**config.mk**
```make
export PLATFORM = sky130hd
export DESIGN_NAME = fp_align_add_pipe
export DESIGN_NICKNAME = d
export VERILOG_FILES = /design/src/rtl/fp_align_add_pipe.sv
export SDC_FILE = /design/constraint.sdc
export NUM_CORES = 1
export LEC_CHECK = 0
export ABC_AREA = 1
export BUFFER_PORTS_ARGS = -buffer_cell sky130_fd_sc_hd__buf_2
export CAP_MARGIN = 20
export CORE_MARGIN = 1.5
export CORE_UTILIZATION = 35
export CTS_CLUSTER_DIAMETER = 40
export DETAILED_ROUTE_END_ITERATION = 8
export GPL_TIMING_DRIVEN = 1
export PLACE_DENSITY = 0.58
export SYNTH_ARGS = -nofsm -noshare
export SYNTH_HDL_FRONTEND = slang
export SYNTH_SLANG_ARGS = --single-unit
export TNS_END_PERCENT = 10
```
**constraint.sdc**
```tcl
create_clock -name Clk -period 5.6 [get_ports Clk]
set_clock_uncertainty 0.1 [all_clocks]
set_input_delay 0.28 -clock Clk [delete_from_list [all_inputs] [get_ports Clk]]
set_output_delay 0.28 -clock Clk [all_outputs]
set_load 0.005 [all_outputs]
```
**src/rtl/fp_align_add_pipe.sv**
```systemverilog
// Three-stage mantissa compare/align/add for the FP adder: swaps operands by magnitude,
// right-aligns the smaller one with guard/round/sticky, then adds or subtracts.
module fp_align_add_pipe #(
   parameter int EXP_W = 8,
   parameter int MAN_W = 24
) (
   input  logic             Clk,
   input  logic             Reset,
   input  logic             in_valid,
   output logic             in_ready,
   input  logic             S_A,
   input  logic             S_B,
   input  logic [EXP_W-1:0] E_A,
   input  logic [EXP_W-1:0] E_B,
   input  logic [MAN_W-1:0] M_A,
   input  logic [MAN_W-1:0] M_B,
   output logic             out_valid,
   input  logic             out_ready,
   output logic             S_Result,
   output logic [EXP_W-1:0] E_Result,
   output logic [MAN_W-1:0] M_Result,
   output logic             Carry,
   output logic [2:0]       GRS,
   output logic             Zero
);

   localparam int EXT_W = MAN_W + 3;

   // Handshake: a transfer happens on a rising edge where valid && ready. The whole pipe
   // advances as one unit whenever the output register is empty or being drained, so
   // in_ready is that advance condition and out_valid/outputs hold while stalled.
   logic adv;
   assign adv      = !out_valid || out_ready;
   assign in_ready = adv;

   // Stage 1: compare/swap
   logic             a_big;
   logic             v1;
   logic             s_big1;
   logic             eff_sub1;
   logic [EXP_W-1:0] e_big1;
   logic [EXP_W-1:0] diff1;
   logic [MAN_W-1:0] m_big1;
   logic [MAN_W-1:0] m_small1;

   // Ties go to A so the result sign of an exact cancellation is well defined.
   assign a_big = {E_A, M_A} >= {E_B, M_B};

   always_ff @(posedge Clk or posedge Reset) begin
      if (Reset) begin
         v1       <= 1'b0;
         s_big1   <= 1'b0;
         eff_sub1 <= 1'b0;
         e_big1   <= '0;
         diff1    <= '0;
         m_big1   <= '0;
         m_small1 <= '0;
      end else if (adv) begin
         v1 <= in_valid;
         if (in_valid) begin
            s_big1   <= a_big ? S_A : S_B;
            eff_sub1 <= S_A ^ S_B;
            e_big1   <= a_big ? E_A : E_B;
            diff1    <= a_big ? (E_A - E_B) : (E_B - E_A);
            m_big1   <= a_big ? M_A : M_B;
            m_small1 <= a_big ? M_B : M_A;
         end
      end
   end

   // Stage 2: align
   logic [EXT_W-1:0] small_ext;
   logic [EXT_W-1:0] lost_mask;
   logic [EXT_W-1:0] aligned;
   logic             v2;
   logic             s_big2;
   logic             eff_sub2;
   logic [EXP_W-1:0] e_big2;
   logic [EXT_W-1:0] big_ext2;
   logic [EXT_W-1:0] small_ext2;

   always_comb begin
      small_ext = {m_small1, 3'b000};
      lost_mask = ~({EXT_W{1'b1}} << diff1);
      aligned   = (small_ext >> diff1) | EXT_W'(|(small_ext & lost_mask));
      // Everything shifted out: only the sticky bit survives.
      if (32'(diff1) >= 32'(EXT_W)) begin
         aligned = {{(EXT_W-1){1'b0}}, |m_small1};
      end
   end

   always_ff @(posedge Clk or posedge Reset) begin
      if (Reset) begin
         v2         <= 1'b0;
         s_big2     <= 1'b0;
         eff_sub2   <= 1'b0;
         e_big2     <= '0;
         big_ext2   <= '0;
         small_ext2 <= '0;
      end else if (adv) begin
         v2 <= v1;
         if (v1) begin
            s_big2     <= s_big1;
            eff_sub2   <= eff_sub1;
            e_big2     <= e_big1;
            big_ext2   <= {m_big1, 3'b000};
            small_ext2 <= aligned;
         end
      end
   end

   // Stage 3: add/sub; big >= small so the subtract never borrows.
   logic [EXT_W:0] sum_raw;
   logic           res_zero;

   always_comb begin
      if (eff_sub2) sum_raw = {1'b0, big_ext2 - small_ext2};
      else          sum_raw = {1'b0, big_ext2} + {1'b0, small_ext2};
      res_zero = (sum_raw == '0);
   end

   always_ff @(posedge Clk or posedge Reset) begin
      if (Reset) begin
         out_valid <= 1'b0;
         S_Result  <= 1'b0;
         E_Result  <= '0;
         M_Result  <= '0;
         Carry     <= 1'b0;
         GRS       <= 3'b000;
         Zero      <= 1'b0;
      end else if (adv) begin
         out_valid <= v2;
         if (v2) begin
            S_Result                 <= s_big2 & ~res_zero;
            E_Result                 <= e_big2;
            {Carry, M_Result, GRS}   <= sum_raw;
            Zero                     <= res_zero;
         end
      end
   end

endmodule

```
======== After elaboration in Yosys (flattened, before gate mapping) ========
Cells that the tools add are included.
word-level totals
  input port bits ......................... 70
  word-level logic and storage cells ...... 49
  register bits after elaboration ......... 168
cells by class
  add/sub/neg operators ................... 4
  bitwise gates (word level) .............. 6
  $lt $le $gt $ge ......................... 2
  muxes and demuxes ....................... 7
  shifts and indexed selects .............. 2
  reductions and logical operators ........ 8
operator list
  cell                   count
  $mux 24                2
  $ge 32x32->1           1
  $add 27x27->28         1
  $logic_not 28->1       1
  $mux 28                1
  $and 27x27->27         1
  $mux 27                1
  $not 27->27            1
  $or 27x1->27           1
  $reduce_or 27->1       1
  $shl 27x8->27 const A  1
  $shr 27x8->27          1
  $sub 27x27->27         1
  $reduce_or 24->1       1
  $mux 8                 2
  $sub 8x8->8            2
  $ge 8x5->1 const B     1
  $reduce_and 2->1       3
  $and 1x1->1            1
  $logic_not 1->1        1
  $logic_or 1x1->1       1
  $mux 1                 1
  $not 1->1              1
  $xor 1x1->1            1

======== Longest topological paths before layout ========
Gate-level depths: netlist of run 1.
  depth in word-level cells ............... 6
  depth in mapped cells ................... 22
  depth with buffers taken out ............ 21

======== Worst setup path after synthesis of run 1 ========
No wires, ideal clock.
  path type ............................... register to register
  start point ............................. register big_ext2[3]
  end point ............................... register S_Result
  data required time ...................... 5.384 ns
  slack ................................... 3.384 ns
  arrival ................................. 1.999 ns
  cell stages (with the launch flop) ...... 19
  cell sequence ........................... dfrtp_1 -> ha_1 -> fa_1 -> nand2_1 -> nand3_1 -> nand2_1 -> nand2_1 -> nand2_1 -> nand2_1 -> nand2_1 -> nand2_1 -> nand2_1 -> nand2_1 -> nor2_1 -> nand3_1 -> nor2_1 -> nand2_1 -> nand2_1 -> nand2_1
on the way
  word-level cells in the longest chain between the ends .. 5
  elaborated cells on any way between the ends .. 6
  classes of those cells .................. 2 x add/sub; 1 x mux; 2 x bitwise; 1 x reduce/logical
ends and longest elaborated chain
  element                                                  line      RTL
  start, declared                                          79        logic [EXT_W-1:0] big_ext2;
  start signal, assigned                                   106       big_ext2 <= {m_big1, 3'b000};
  $add 27x27->28 / $sub 27x27->27 (equally long branches)  118, 117
  $mux 28 *                                                117       if (eff_sub2) sum_raw = {1'b0, big_ext2 - small_ext2};
  $logic_not 28->1 *                                       119       res_zero = (sum_raw == '0);
  $not 1->1 *                                              134       S_Result <= s_big2 & ~res_zero;
  $and 1x1->1 *                                            134
  end signal, assigned                                     134
  end, declared                                            19        output logic S_Result,
Every way passes the cells marked *; elsewhere a longest branch is shown, timed or not.
A chain may end at the register's enable or synchronous reset.

======== Worst setup path after layout of run 1 ========
  start point ............................. input port E_B[3]
  end point ............................... register m_big1[19]
on the way
  word-level cells in the longest chain between the ends .. 2
ends and longest elaborated chain
  element               line  RTL
  start, declared       14    input logic [EXP_W-1:0] E_B,
  $ge 32x32->1          47    assign a_big = {E_A, M_A} >= {E_B, M_B};
  $mux 24               65    m_big1 <= a_big ? M_A : M_B;
  end signal, assigned  65
  end, declared         43    logic [MAN_W-1:0] m_big1;
Every way passes these cells.

==> flow_summary.rst, run 1 <==
.. list-table::
   :header-rows: 1

   * - Metric
     - Value
   * - Initial drt markers
     - around 950
   * - Number of instances resized during post-cts repair
     - 0
   * - Hold crit path type
     - in -> reg
   * - H-tree depth
     - 4
   * - Required time of the critical path
     - 5800 ps
   * - IR Drop Worst-Case VDD
     - 0.000248 V
   * - Number of warnings printed during yosys synthesis
     - 0
   * - Switching power summed over all nets
     - between 3000 and 4000 uW
   * - Grt total ovfl
     - 0
   * - Overall routed net length
     - 42800 um
   * - Net count, final
     - approximately 2300
   * - Yosys top cell area share
     - 0.313
   * - Count of flip-flops with a built-in enable after synthesis
     - 0
   * - Global-route wire length before repair
     - 67600 um
   * - Worst-path clk slew
     - roughly 70 ps
   * - Leakage power total
     - 0.00786 uW
   * - Met1 Routed Length
     - 20100 um
   * - DR DRC count
     - 0
   * - Number of ports placed on the die boundary
     - 110
   * - Storage element area
     - 0.00420 mm^2
   * - Syn avg cell area
     - 6.41 um^2
   * - Count of fill cells added during filler insertion
     - 4164
   * - FFs w/ async S/R, synth
     - 1.00
   * - Element type at the critical path start
     - input pin
   * - Number of cells in the finished layout apart from fillers
     - 2684
   * - Proportion of power drawn by combinational gates
     - 0.590
   * - DRT antenna net count
     - 0
   * - Clock tree root driver cell
     - sky130_fd_sc_hd__clkbuf_16
   * - Synthesized instance count
     - 2096
   * - Cell area after synthesis
     - 0.0134 mm^2
   * - Critical path's top delay family
     - compound AO/OA/AOI/OAI gates
   * - Die Y-Extent
     - 199 um
   * - Core Box Area
     - 0.0378 mm^2
   * - Transition time of the tightest slew-check pin
     - 1000 ps
   * - Ranking of synthesized cells by instance count
     - sky130_fd_sc_hd__nand2_1 (662), sky130_fd_sc_hd__inv_1 (291), sky130_fd_sc_hd__o21ai_0 (225), sky130_fd_sc_hd__dfrtp_1 (168), sky130_fd_sc_hd__nor2_1 (154)
   * - Time the final worst path needs with I/O delays and setup
     - 3770 ps
   * - Floorplan row count
     - just over 70
   * - Post-route setup TNS
     - 0 ps
   * - Arrival @ worst endpoint
     - 3970 ps
   * - Number of buffers inserted during clock tree synthesis
     - 17
   * - Ratio of final minimum period to clock period
     - 0.673
   * - Synthesis-to-finish area growth
     - 11.8%
   * - CP cell instances
     - dlygate4sd3_1, buf_2, ha_1, a21oi_1, o21a_1, o221ai_1, a21oi_1, nand3_4, buf_4, nand2_1, o21ai_0, nand2_1, o21ai_0
   * - Critical path class
     - in -> reg
   * - Seq/Total Area, Yosys
     - 0.313
   * - Met2 wire length
     - roughly 20000 um
   * - Number of global-route vias before repair
     - 12500
   * - Critical path buffers and inverters
     - 3
   * - Initial Utilization
     - 0.356
   * - Hold Violations, Final
     - 0
   * - Vias post-DR
     - approximately 13000
   * - Crit path largest cell delay
     - 750 ps
   * - Top-count cell post-synth
     - sky130_fd_sc_hd__nand2_1
   * - Setup repair after global routing missed its margin
     - no
   * - Top FF cell, synth
     - sky130_fd_sc_hd__dfrtp_1
   * - Synthesized Nets
     - 2257
   * - Count of TritonRoute iterations in the first routing pass
     - 5
   * - Power Dens Cells
     - 501 mW/mm^2
   * - Synth Register Bits
     - between 150 and 200
   * - Reg power frac
     - 0.254
   * - Clock tree from TritonCTS
     - done
   * - Part of the power in the clock network
     - 0.156
   * - Ratio of cells with drive above 1 in the final layout
     - 0.0847
   * - Routed len/inst
     - 16.0 um
   * - Internal Pwr Total
     - approximately 3600 uW
   * - Routability cong.
     - 0.941
   * - Pin count of the biggest net entering global routing
     - 91
   * - IO buf count
     - 109
   * - All-layer global routing usage
     - 0.221
   * - Placed wire-length estimate after detailed placement
     - ~34000 um
   * - Worst Setup End Kind
     - flip-flop
   * - Status
     - completed
   * - Clock insertion delay at the later pin of the skew report
     - approximately 460 ps
   * - Relative slew slack
     - 0.329
   * - Max_cap viols
     - 0
   * - Number of distinct library cell variants in the gate-level netlist after synthesis
     - 52
   * - Maximum fanout along the worst path
     - between 70 and 80
   * - Footprint of the multi-input gates
     - ~0.0076 mm^2
   * - Ranking of synthesized cells by area
     - sky130_fd_sc_hd__dfrtp_1 (31%), sky130_fd_sc_hd__nand2_1 (18%), sky130_fd_sc_hd__o21ai_0 (8.4%)
   * - Cell count after placement
     - 2635
   * - Sink Count
     - around 170
   * - Die area
     - 0.0396 mm^2
   * - Ratio of routed vias to standard cells
     - 5.02
   * - Initial antenna violation count
     - 1
   * - Maximum clock path buffer count
     - 2
   * - Routed length on met3
     - 1990 um
   * - Sw frac
     - 0.521
   * - Top metal layer carrying routed signals
     - met4
   * - Setup violation total in the final timing report
     - 0
   * - Chip Width
     - between 150 and 200 um
   * - Cell with the biggest individual delay on the critical path
     - sky130_fd_sc_hd__nand3_4
   * - Highest Clock Rate
     - 0.265 GHz
   * - Number of slew-limit violations in the final report
     - 0
   * - Biggest area consumer among synthesized cells
     - sky130_fd_sc_hd__dfrtp_1
## per-layer routing
metal	vias up	track usage
met2	356	0.357
li1	6817	-
met3	54	0.0329
met5	-	0
met1	6236	0.301
met4	0	0.0749
## cells in the final DEF (no fill, tap or decap), types with 2 or more instances in the layout
cell type,Yosys,final
sky130_fd_sc_hd__buf_4,5,15
sky130_fd_sc_hd__o21ai_1,48,48
sky130_fd_sc_hd__xor2_1,11,11
sky130_fd_sc_hd__clkinv_1,3,3
sky130_fd_sc_hd__a31oi_1,11,11
sky130_fd_sc_hd__o32ai_1,3,3
sky130_fd_sc_hd__clkbuf_8,0,3
sky130_fd_sc_hd__a21oi_2,2,2
sky130_fd_sc_hd__nand2_1,662,662
sky130_fd_sc_hd__nand4_1,24,24
sky130_fd_sc_hd__a21o_1,3,3
sky130_fd_sc_hd__inv_6,0,2
sky130_fd_sc_hd__fa_1,3,3
sky130_fd_sc_hd__nor2_1,154,153
sky130_fd_sc_hd__o31ai_1,2,2
sky130_fd_sc_hd__clkbuf_1,50,3
sky130_fd_sc_hd__o21ai_0,225,225
sky130_fd_sc_hd__clkbuf_16,0,17
sky130_fd_sc_hd__o21bai_1,8,8
sky130_fd_sc_hd__dlygate4sd3_1,0,16
sky130_fd_sc_hd__nand2_2,4,4
sky130_fd_sc_hd__or2_1,2,2
sky130_fd_sc_hd__clkinvlp_4,0,3
sky130_fd_sc_hd__nor3_1,7,7
sky130_fd_sc_hd__nand3_1,115,115
sky130_fd_sc_hd__nor2_4,2,2
sky130_fd_sc_hd__nor2_2,8,9
sky130_fd_sc_hd__buf_2,27,109
sky130_fd_sc_hd__nor4_1,4,4
sky130_fd_sc_hd__xnor2_1,4,4
sky130_fd_sc_hd__o221ai_1,3,3
sky130_fd_sc_hd__a21oi_1,103,103
sky130_fd_sc_hd__mux2i_1,3,3
sky130_fd_sc_hd__dfrtp_1,168,168
sky130_fd_sc_hd__o211ai_1,3,3
sky130_fd_sc_hd__ha_1,88,88
sky130_fd_sc_hd__clkinv_4,0,3
sky130_fd_sc_hd__o22ai_1,13,13
sky130_fd_sc_hd__inv_2,8,9
sky130_fd_sc_hd__inv_1,291,289
## kinds of logic (layout without fill, tap and decap cells)
family / count (synthesis) / in the layout / synth area share
and+or+nand+nor: 989 / 989 / 0.299
AOI/OAI and AO/OA: 432 / 432 / 0.171
buffers and inverters: 398 / 474 / 0.119
DFF: 168 / 168 / 0.313
adders and majority gates: 91 / 91 / 0.0864
xor gates and xnor gates: 15 / 15 / 0.00978
muxes: 3 / 3 / 0.00223
other: 0 / 1 / 0
## state kept, by name, indices dropped and copies added (netlist names), 3 cells and up
name / flops
M_Result: 24
e_big2: 8
big_ext2: 24
m_small1: 24
GRS: 3
diff1: 8
E_Result: 8
m_big1: 24
small_ext2: 27
e_big1: 8
## cell type report
class | count | area share
clock buffer | 23 | 0.0318
clock inverter | 9 | 0.00616
tap | 511 | 0.0426
sequential | 168 | 0.280
timing repair buffer | 140 | 0.0545
inverter | 302 | 0.0758
multi-input combinational | 1530 | 0.509
antenna | 1 | 0.000167
## timing repair
action | CTS | global route
endpoints found under the hold margin | 103 | 0
setup buffers | 0 | 0
hold buffers | 16 | 0
## worst min-delay path: stages
cell and delay (ps):
sky130_fd_sc_hd__buf_2 120, sky130_fd_sc_hd__o21ai_1 70, sky130_fd_sc_hd__o21ai_0 60
## worst paths after layout
path | start | end | slack, ps | cells past startpoint
worst max-delay path | E_B[3] | m_big1[19] | 1830 | 13
worst min-delay path | M_A[19] | m_small1[19] | 20 | 3
worst max register to register | diff1[6] | small_ext2[12] | 2220 | 9
worst min register to register | v2 | out_valid | 360 | 2
max in group asynchronous | Reset | small_ext2[23] | 3840 | 4
min in group asynchronous | Reset | Carry | 430 | 3
## power groups by stage
stage	Combinational [uW]	Sequential [uW]	Clock [uW]
4_1_cts	4420	1910	1200
3_3_place_gp	4370	1920	0
2_1_floorplan	3130	1830	0
5_1_grt	5030	1960	1250
6_report	4440	1910	1170
3_5_place_dp	4390	1940	0
## stage by stage
step	area (um^2)	hold slack [ps]	utilization	worst slack [ps]	power, uW
floorplan	13400	308	-	673	4960
finish	15000	18.7	0.398	1830	7520
global route	15000	34.6	0.398	1710	8240
detailed placement	14300	352	0.378	1950	6330
CTS	15000	1.85	0.398	1930	7530
global placement	14300	355	0.378	2020	6290
Power figures use the tool's default switching activity.
==> inputs of run 2 (changes only) <==
==> constraint.sdc (replaced) <==
create_clock -name Clk -period 3.71 [get_ports Clk]
set_clock_uncertainty 0.1 [all_clocks]
set_input_delay 0.1855 -clock Clk [delete_from_list [all_inputs] [get_ports Clk]]
set_output_delay 0.1855 -clock Clk [all_outputs]
set_load 0.005 [all_outputs]
==> flow_summary.rst, run 2 (synthesis gave the netlist of run 1 again) <==
.. list-table::
   :header-rows: 1

   * - Metric
     - Value
   * - Crit path largest cell delay
     - 550 ps (was 750 ps)
   * - Routed len/inst
     - 16.3 um (was 16.0 um)
   * - Cell with the biggest individual delay on the critical path
     - sky130_fd_sc_hd__dlygate4sd3_1 (was sky130_fd_sc_hd__nand3_4)
   * - Hold Violations, Final
     - 0 (unchanged)
   * - Net count, final
     - 2359 (was 2320)
   * - Initial drt markers
     - 876 (was 954)
   * - Met2 Track Usage GR
     - 0.382 (was 0.357)
   * - Count of TritonRoute iterations in the first routing pass
     - 6 (was 5)
   * - Worst Setup End Kind
     - flip-flop (unchanged)
   * - Setup violation total in the final timing report
     - 0 (unchanged)
   * - Ratio of final minimum period to clock period
     - 0.925
   * - Beginning of the critical path
     - E_B[6] (was E_B[3])
   * - IO buf count
     - 109 (unchanged)
   * - CP cell instances
     - dlygate4sd3_1, buf_2, ha_1, nand2_1, nor2_2, nand4_1, nor4_4, nand2_1, nand3_4, buf_4, inv_1, o21ai_1, o21ai_1, dlygate4sd3_1 (was dlygate4sd3_1, buf_2, ha_1, a21oi_1, o21a_1, o221ai_1, a21oi_1, nand3_4, buf_4, nand2_1, o21ai_0, nand2_1, o21ai_0)
   * - Maximum fanout along the worst path
     - 14 (was 79)
   * - Global-route wire length before repair
     - 70300 um (was 67600 um)
   * - Clock tree root driver cell
     - sky130_fd_sc_hd__clkbuf_16 (unchanged)
   * - Synthesis-to-finish area growth
     - 14.9% (was 11.8%)
   * - All-layer global routing usage
     - 0.229 (was 0.221)
   * - Die area
     - 0.0396 mm^2 (unchanged)
   * - Placed cell areas
     - 0.0144 mm^2 (was 0.0143 mm^2)
   * - GRT Max-Usage Layer
     - met2 (unchanged)
   * - Internal Pwr Total
     - 5620 uW (was 3600 uW)
   * - Part of the power in the clock network
     - 0.161 (was 0.156)
   * - Ratio of routed vias to standard cells
     - 4.98 (was 5.02)
   * - Clock tree from TritonCTS
     - done (unchanged)
   * - Die Y-Extent
     - 199 um (unchanged)
   * - DR DRC count
     - 0 (unchanged)
   * - Placed wire-length estimate after detailed placement
     - 34800 um (was 34000 um)
   * - Worst-path clk slew
     - 70 ps (about the same)
   * - Worst min-delay path startpoint
     - S_A (was M_A[19])
   * - H-tree depth
     - 4 (unchanged)
   * - Max_cap viols
     - 0 (unchanged)
   * - Vias post-DR
     - 13600 (was 13500)
   * - Most used cells in the layout excluding fill and tap cells
     - sky130_fd_sc_hd__nand2_1 (662), sky130_fd_sc_hd__inv_1 (289), sky130_fd_sc_hd__o21ai_0 (225) (unchanged)
   * - Most common library cell in the layout ignoring fill and taps
     - sky130_fd_sc_hd__nand2_1 (unchanged)
   * - Max reg flops
     - 27 (unchanged)
   * - Critical path class
     - in -> reg (unchanged)
   * - Register with the most flip-flops
     - small_ext2 (unchanged)
   * - IR Drop Worst-Case VDD
     - 0.000372 V (was 0.000248 V)
   * - Element type at the critical path start
     - input pin (unchanged)
   * - Required time of the critical path
     - 3930 ps (was 5800 ps)
   * - Core Box Area
     - 0.0378 mm^2 (unchanged)
   * - Ratio of cells with drive above 1 in the final layout
     - 0.0928 (was 0.0847)
   * - Proportion of power drawn by combinational gates
     - 0.594 (was 0.590)
   * - Power Dens Cells
     - 754 mW/mm^2 (was 501 mW/mm^2)
   * - Floorplan row count
     - 71 (unchanged)
   * - Worst R2R Start
     - big_ext2[9] (was diff1[6])
   * - Routability cong.
     - 1.02 (was 0.941)
   * - Post-route setup TNS
     - 0 ps (unchanged)
   * - Initial Utilization
     - 0.356 (unchanged)
   * - Relative slew slack
     - 0.410 (was 0.329)
   * - Switching power summed over all nets
     - 6030 uW (was 3920 uW)
   * - Pin count of the biggest net entering global routing
     - 97 (was 91)
   * - Summed area of non-filler cells in the final layout
     - 0.0154 mm^2 (was 0.0150 mm^2)
   * - Count of inserted antenna diode cells
     - 0 (was 1)
   * - Transition time of the tightest slew-check pin
     - 883 ps (was 1000 ps)
   * - Grt total ovfl
     - 0 (unchanged)
   * - Arrival @ worst endpoint
     - 3650 ps (was 3970 ps)
   * - Met1 Track Usage GR
     - 0.308 (was 0.301)
   * - Cell count after placement
     - 2646 (was 2635)
   * - Maximum clock path buffer count
     - 2 (unchanged)
   * - Number of global-route vias before repair
     - 13000 (was 12500)
   * - Highest Clock Rate
     - 0.291 GHz
   * - Number of slew-limit violations in the final report
     - 0 (unchanged)
   * - Clock insertion delay at the later pin of the skew report
     - 440 ps (was 460 ps)
   * - Status
     - completed (unchanged)
   * - Pwr Total
     - 11600 uW (was 7520 uW)
   * - Number of ports placed on the die boundary
     - 110 (unchanged)
   * - Sink Count
     - 168 (unchanged)
   * - Leakage power total
     - 0.00808 uW (was 0.00786 uW)
   * - Reg power frac
     - 0.245 (was 0.254)
   * - Setup repair after global routing missed its margin
     - no (unchanged)
   * - Number of cells in the finished layout apart from fillers
     - 2721 (was 2684)
   * - Number of buffers inserted during clock tree synthesis
     - 17 (unchanged)
   * - Time the final worst path needs with I/O delays and setup
     - about 3400 ps
   * - Chip Width
     - 199 um (unchanged)
   * - Met3 capacity usage during global routing
     - 0.0258 (was 0.0329)
   * - Initial antenna violation count
     - 0 (was 1)
   * - Overall routed net length
     - 44200 um (was 42800 um)
   * - DRT antenna net count
     - 0 (unchanged)
   * - Hold crit path type
     - in -> reg (unchanged)
   * - Sw frac
     - 0.518 (was 0.521)
run 2: area by class of cell:
cell class	count	area, um^2
fill	4075	22300
clock inverter	8	111
tap	511	639
clock buffer	23	488
timing repair buffer	178	1190
sequential	168	4200
multi-input combinational	1531	7670
inverter	302	1140
run 2: layer usage:
metal  wire (um)  vias up  share of wire
li1            -     6894              -
met1       21100     6298           0.48
met2       20600      308           0.46
met3        1410       64          0.032
met4        1170        0          0.027
met5           0        -              0
run 2: critical path, delay by kind of cell:
kind,cells,cell delay (ps)
simple gates,6,1270
fa+ha+maj,1,410
compound gates,2,220
buf+inv,5,1550
run 2: path summary, 6_finish.rpt:
path | endpoint | depth (start not counted) | slack (ps)
worst max register to register | S_Result | 16 | 840
worst max-delay path | s_big1 | 14 | 280
min in group asynchronous | M_Result[14] | 3 | 320
worst min register to register | out_valid | 2 | 370
max in group asynchronous | m_small1[0] | 4 | 2170
worst min-delay path | eff_sub1 | 3 | 20
run 2: stage by stage:
stage	hold WS (ps)	worst slack (ps)	utilization
after floorplan	213	1280	-
after global placement	273	520	0.381
after detailed placement	291	545	0.381
after CTS	0.672	49.7	0.406
after global routing	35.6	100	0.409
final	17.7	277	0.409
run 2: what timing repair did:
| item | in CTS | in global routing |
|---|---|---|
| hold endpoints to repair | 66 | 0 |
| gates resized for setup | 0 | 2 |
| setup buffers | 0 | 6 |
| hold buffers | 35 | 0 |
| setup endpoints to repair | 0 | 1 |
run 2: power groups by stage:
| stage | clock network (uW) | registers (uW) | logic, uW |
|---|---|---|---|
| final | 1880 | 2850 | 6920 |
| after global routing | 1970 | 2930 | 7820 |
| after CTS | 1910 | 2860 | 6830 |
| after detailed placement | 0 | 2890 | 6770 |
| after global placement | 0 | 2870 | 6790 |
| after floorplan | 0 | 2770 | 4720 |
==> inputs of run 3 (changes only) <==
--- a/config.mk
+++ b/config.mk
@@ -6,14 +6,15 @@
 export NUM_CORES = 1
 export LEC_CHECK = 0
 export ABC_AREA = 1
-export BUFFER_PORTS_ARGS = -buffer_cell sky130_fd_sc_hd__buf_2
 export CAP_MARGIN = 20
 export CORE_MARGIN = 1.5
-export CORE_UTILIZATION = 35
+export CORE_UTILIZATION = 50
 export CTS_CLUSTER_DIAMETER = 40
 export DETAILED_ROUTE_END_ITERATION = 8
+export DONT_BUFFER_PORTS = 1
 export GPL_TIMING_DRIVEN = 1
-export PLACE_DENSITY = 0.58
+export PLACE_DENSITY = 0.72
+export SKIP_LAST_GASP = 1
 export SYNTH_ARGS = -nofsm -noshare
 export SYNTH_HDL_FRONTEND = slang
 export SYNTH_SLANG_ARGS = --single-unit
==> flow_summary.rst, run 3 (synthesis gave the netlist of run 1 again) <==
.. list-table::
   :header-rows: 1

   * - Metric
     - Value
   * - Setup violation total in the final timing report
     - 0 (unchanged)
   * - Power Dens Cells
     - 759 mW/mm^2 (was 754 mW/mm^2)
   * - H-tree depth
     - 4 (unchanged)
   * - CTS Hold Buffers Added
     - 74 (was 35)
   * - IO buf count
     - 0 (was 109)
   * - Worst Setup End Kind
     - flip-flop (unchanged)
   * - Most used cells in the layout excluding fill and tap cells
     - sky130_fd_sc_hd__nand2_1 (662), sky130_fd_sc_hd__inv_1 (289), sky130_fd_sc_hd__o21ai_0 (225) (unchanged)
   * - Count of inserted antenna diode cells
     - 0 (unchanged)
   * - Maximum clock path buffer count
     - 2 (unchanged)
   * - Number of global-route vias before repair
     - 13100 (was 13000)
   * - Number of slew-limit violations in the final report
     - 0 (unchanged)
   * - Max_cap viols
     - 0 (unchanged)
   * - Routability cong.
     - 1.01 (was 1.02)
   * - Ratio of final minimum period to clock period
     - 0.921 (was 0.925)
   * - Part of the power in the clock network
     - 0.163 (was 0.161)
   * - Grt total ovfl
     - 0 (unchanged)
   * - Time the final worst path needs with I/O delays and setup
     - 3420 ps (was 3430 ps)
   * - IR Drop Worst-Case VDD
     - 0.000320 V (was 0.000372 V)
   * - Status
     - finished, violations left (was completed)
   * - Required time of the critical path
     - 3970 ps (was 3930 ps)
   * - Initial Utilization
     - 0.513 (was 0.356)
   * - Die Y-Extent
     - 167 um (was 199 um)
   * - Proportion of power drawn by combinational gates
     - 0.578 (was 0.594)
   * - Critical path class
     - in -> reg (unchanged)
   * - Number of ports placed on the die boundary
     - 110 (unchanged)
   * - Post-route setup TNS
     - 0 ps (unchanged)
   * - Number of cells in the finished layout apart from fillers
     - 2461 (was 2721)
   * - Overall routed net length
     - 41300 um (was 44200 um)
   * - All-layer global routing usage
     - 0.304 (was 0.229)
   * - Count of TritonRoute iterations in the first routing pass
     - 5 (was 6)
   * - Vias post-DR
     - 13600 (unchanged)
   * - Floorplan row count
     - 59 (was 71)
   * - Worst-path clk slew
     - 70 ps (about the same)
   * - Clock insertion delay at the later pin of the skew report
     - 440 ps (about the same)
   * - DR DRC count
     - 0 (unchanged)
   * - DRT antenna net count
     - 0 (unchanged)
   * - Max reg flops
     - 27 (unchanged)
   * - Maximum fanout along the worst path
     - 41 (was 14)
   * - Ratio of routed vias to standard cells
     - 5.51 (was 4.98)
   * - Pwr Total
     - 11400 uW (was 11600 uW)
   * - Hold Violations, Final
     - 1 (was 0)
   * - Number of instances resized during post-cts repair
     - 0 (unchanged)
   * - Placed wire-length estimate after detailed placement
     - 32000 um (was 34800 um)
   * - Reg power frac
     - 0.259 (was 0.245)
   * - Internal Pwr Total
     - 5440 uW (was 5620 uW)
   * - Arrival @ worst endpoint
     - 3670 ps (was 3650 ps)
   * - Hold_ws
     - -0.116 ps (was 17.7 ps)
   * - Chip Width
     - 167 um (was 199 um)
   * - Register with the most flip-flops
     - small_ext2 (unchanged)
   * - Cell count after placement
     - 2357 (was 2646)
   * - Number of post-CTS setup repair buffers
     - 0 (unchanged)
   * - Sw frac
     - 0.521 (was 0.518)
   * - Initial antenna violation count
     - 0 (unchanged)
   * - Transition time of the tightest slew-check pin
     - 1070 ps (was 883 ps)
   * - Element type at the critical path start
     - input pin (unchanged)
   * - Routed len/inst
     - 16.8 um (was 16.3 um)
   * - Core Box Area
     - 0.0262 mm^2 (was 0.0378 mm^2)
   * - Ratio of cells with drive above 1 in the final layout
     - 0.0390 (was 0.0928)
   * - Pin count of the biggest net entering global routing
     - 91 (was 97)
   * - Failing checks
     - negative hold slack
   * - Initial drt markers
     - 1082 (was 876)
   * - Clock tree from TritonCTS
     - done (unchanged)
   * - Global-route wire length before repair
     - 67500 um (was 70300 um)
   * - Number of buffers inserted during clock tree synthesis
     - 17 (unchanged)
   * - Setup repair after global routing missed its margin
     - no (unchanged)
   * - Switching power summed over all nets
     - 5910 uW (was 6030 uW)
   * - Synthesis-to-finish area growth
     - 11.3% (was 14.9%)
   * - Sink Count
     - 168 (unchanged)
   * - Net count, final
     - 2276 (was 2359)
   * - Most common library cell in the layout ignoring fill and taps
     - sky130_fd_sc_hd__nand2_1 (unchanged)
   * - Hold crit path type
     - in -> reg (unchanged)
   * - Highest Clock Rate
     - 0.293 GHz (was 0.291 GHz)
   * - Leakage power total
     - 0.00768 uW (was 0.00808 uW)
   * - Die area
     - 0.0279 mm^2 (was 0.0396 mm^2)
   * - Clock tree root driver cell
     - sky130_fd_sc_hd__clkbuf_16 (unchanged)
   * - Relative slew slack
     - 0.287 (was 0.410)
-- run 3: cell types whose count changed in the layout (fill, tap and decap cells not counted), moves of 2 or more --
cell                            change
sky130_fd_sc_hd__buf_2            -109
sky130_fd_sc_hd__dlygate4sd3_1     +39
sky130_fd_sc_hd__buf_4             -13
sky130_fd_sc_hd__clkbuf_8           -4
sky130_fd_sc_hd__inv_8              +3
sky130_fd_sc_hd__clkbuf_1           -2
-- run 3: area by class of cell --
class | count | area (um^2)
clock buffers | 17 | 425
clock inverters | 13 | 166
fillers | 2568 | 11300
inverters | 302 | 1140
multi-input cells | 1530 | 7650
flip-flops and latches | 168 | 4200
well taps | 335 | 419
repair buffers | 96 | 956
-- run 3: worst paths after layout --
path                                   from            to  slack (ps)  depth (start not counted)
worst min register to register           v2     out_valid         380                          2
worst min-delay path                 M_B[9]   m_small1[9]        -0.1                          4
worst max-delay path                M_B[17]  m_small1[17]         290                         16
max in group asynchronous             Reset     m_big1[1]        2230                          3
min in group asynchronous             Reset  M_Result[14]         330                          2
worst max register to register  big_ext2[3]      S_Result         850                         12
-- run 3: metal layers --
metal  share of wire  vias to the layer above  GRT usage
met5               0                        -          0
li1                -                     6730          -
met1            0.43                     6305      0.386
met3           0.050                       84     0.0356
met4           0.038                        0      0.129
met2            0.48                      445      0.523
-- run 3: power by group through the flow --
stage,Combinational [uW],Clock (uW),Sequential [uW]
finish,6560,1850,2940
floorplan,4720,0,2770
global placement,6300,0,2950
detailed placement,6330,0,2970
global route,7450,1940,3010
CTS,6460,1870,2940
-- run 3: metrics by stage --
step | area, um^2 | util | worst slack (ps) | hold slack [ps]
3_3_place_gp | 13600 | 0.520 | 751 | 203
2_1_floorplan | 13400 | - | 1280 | 213
6_report | 15000 | 0.571 | 294 | -0.116
3_5_place_dp | 13600 | 0.520 | 687 | 208
4_1_cts | 15000 | 0.571 | 381 | 1.21
5_1_grt | 15000 | 0.571 | 109 | 21.3
-- run 3: worst max-delay path: stages --
cell	delay (ps)
sky130_fd_sc_hd__dlygate4sd3_1	530
sky130_fd_sc_hd__inv_1	60
sky130_fd_sc_hd__ha_1	290
sky130_fd_sc_hd__a21oi_1	150
sky130_fd_sc_hd__o21ai_0	110
sky130_fd_sc_hd__nand3_1	80
sky130_fd_sc_hd__nand2_1	60
sky130_fd_sc_hd__nand3_1	60
sky130_fd_sc_hd__nand2_1	50
sky130_fd_sc_hd__a21oi_1	400
sky130_fd_sc_hd__nand3_4	440
sky130_fd_sc_hd__buf_4	370
sky130_fd_sc_hd__a21oi_1	130
sky130_fd_sc_hd__o21ai_1	80
sky130_fd_sc_hd__dlygate4sd3_1	570
sky130_fd_sc_hd__o21ai_0	90
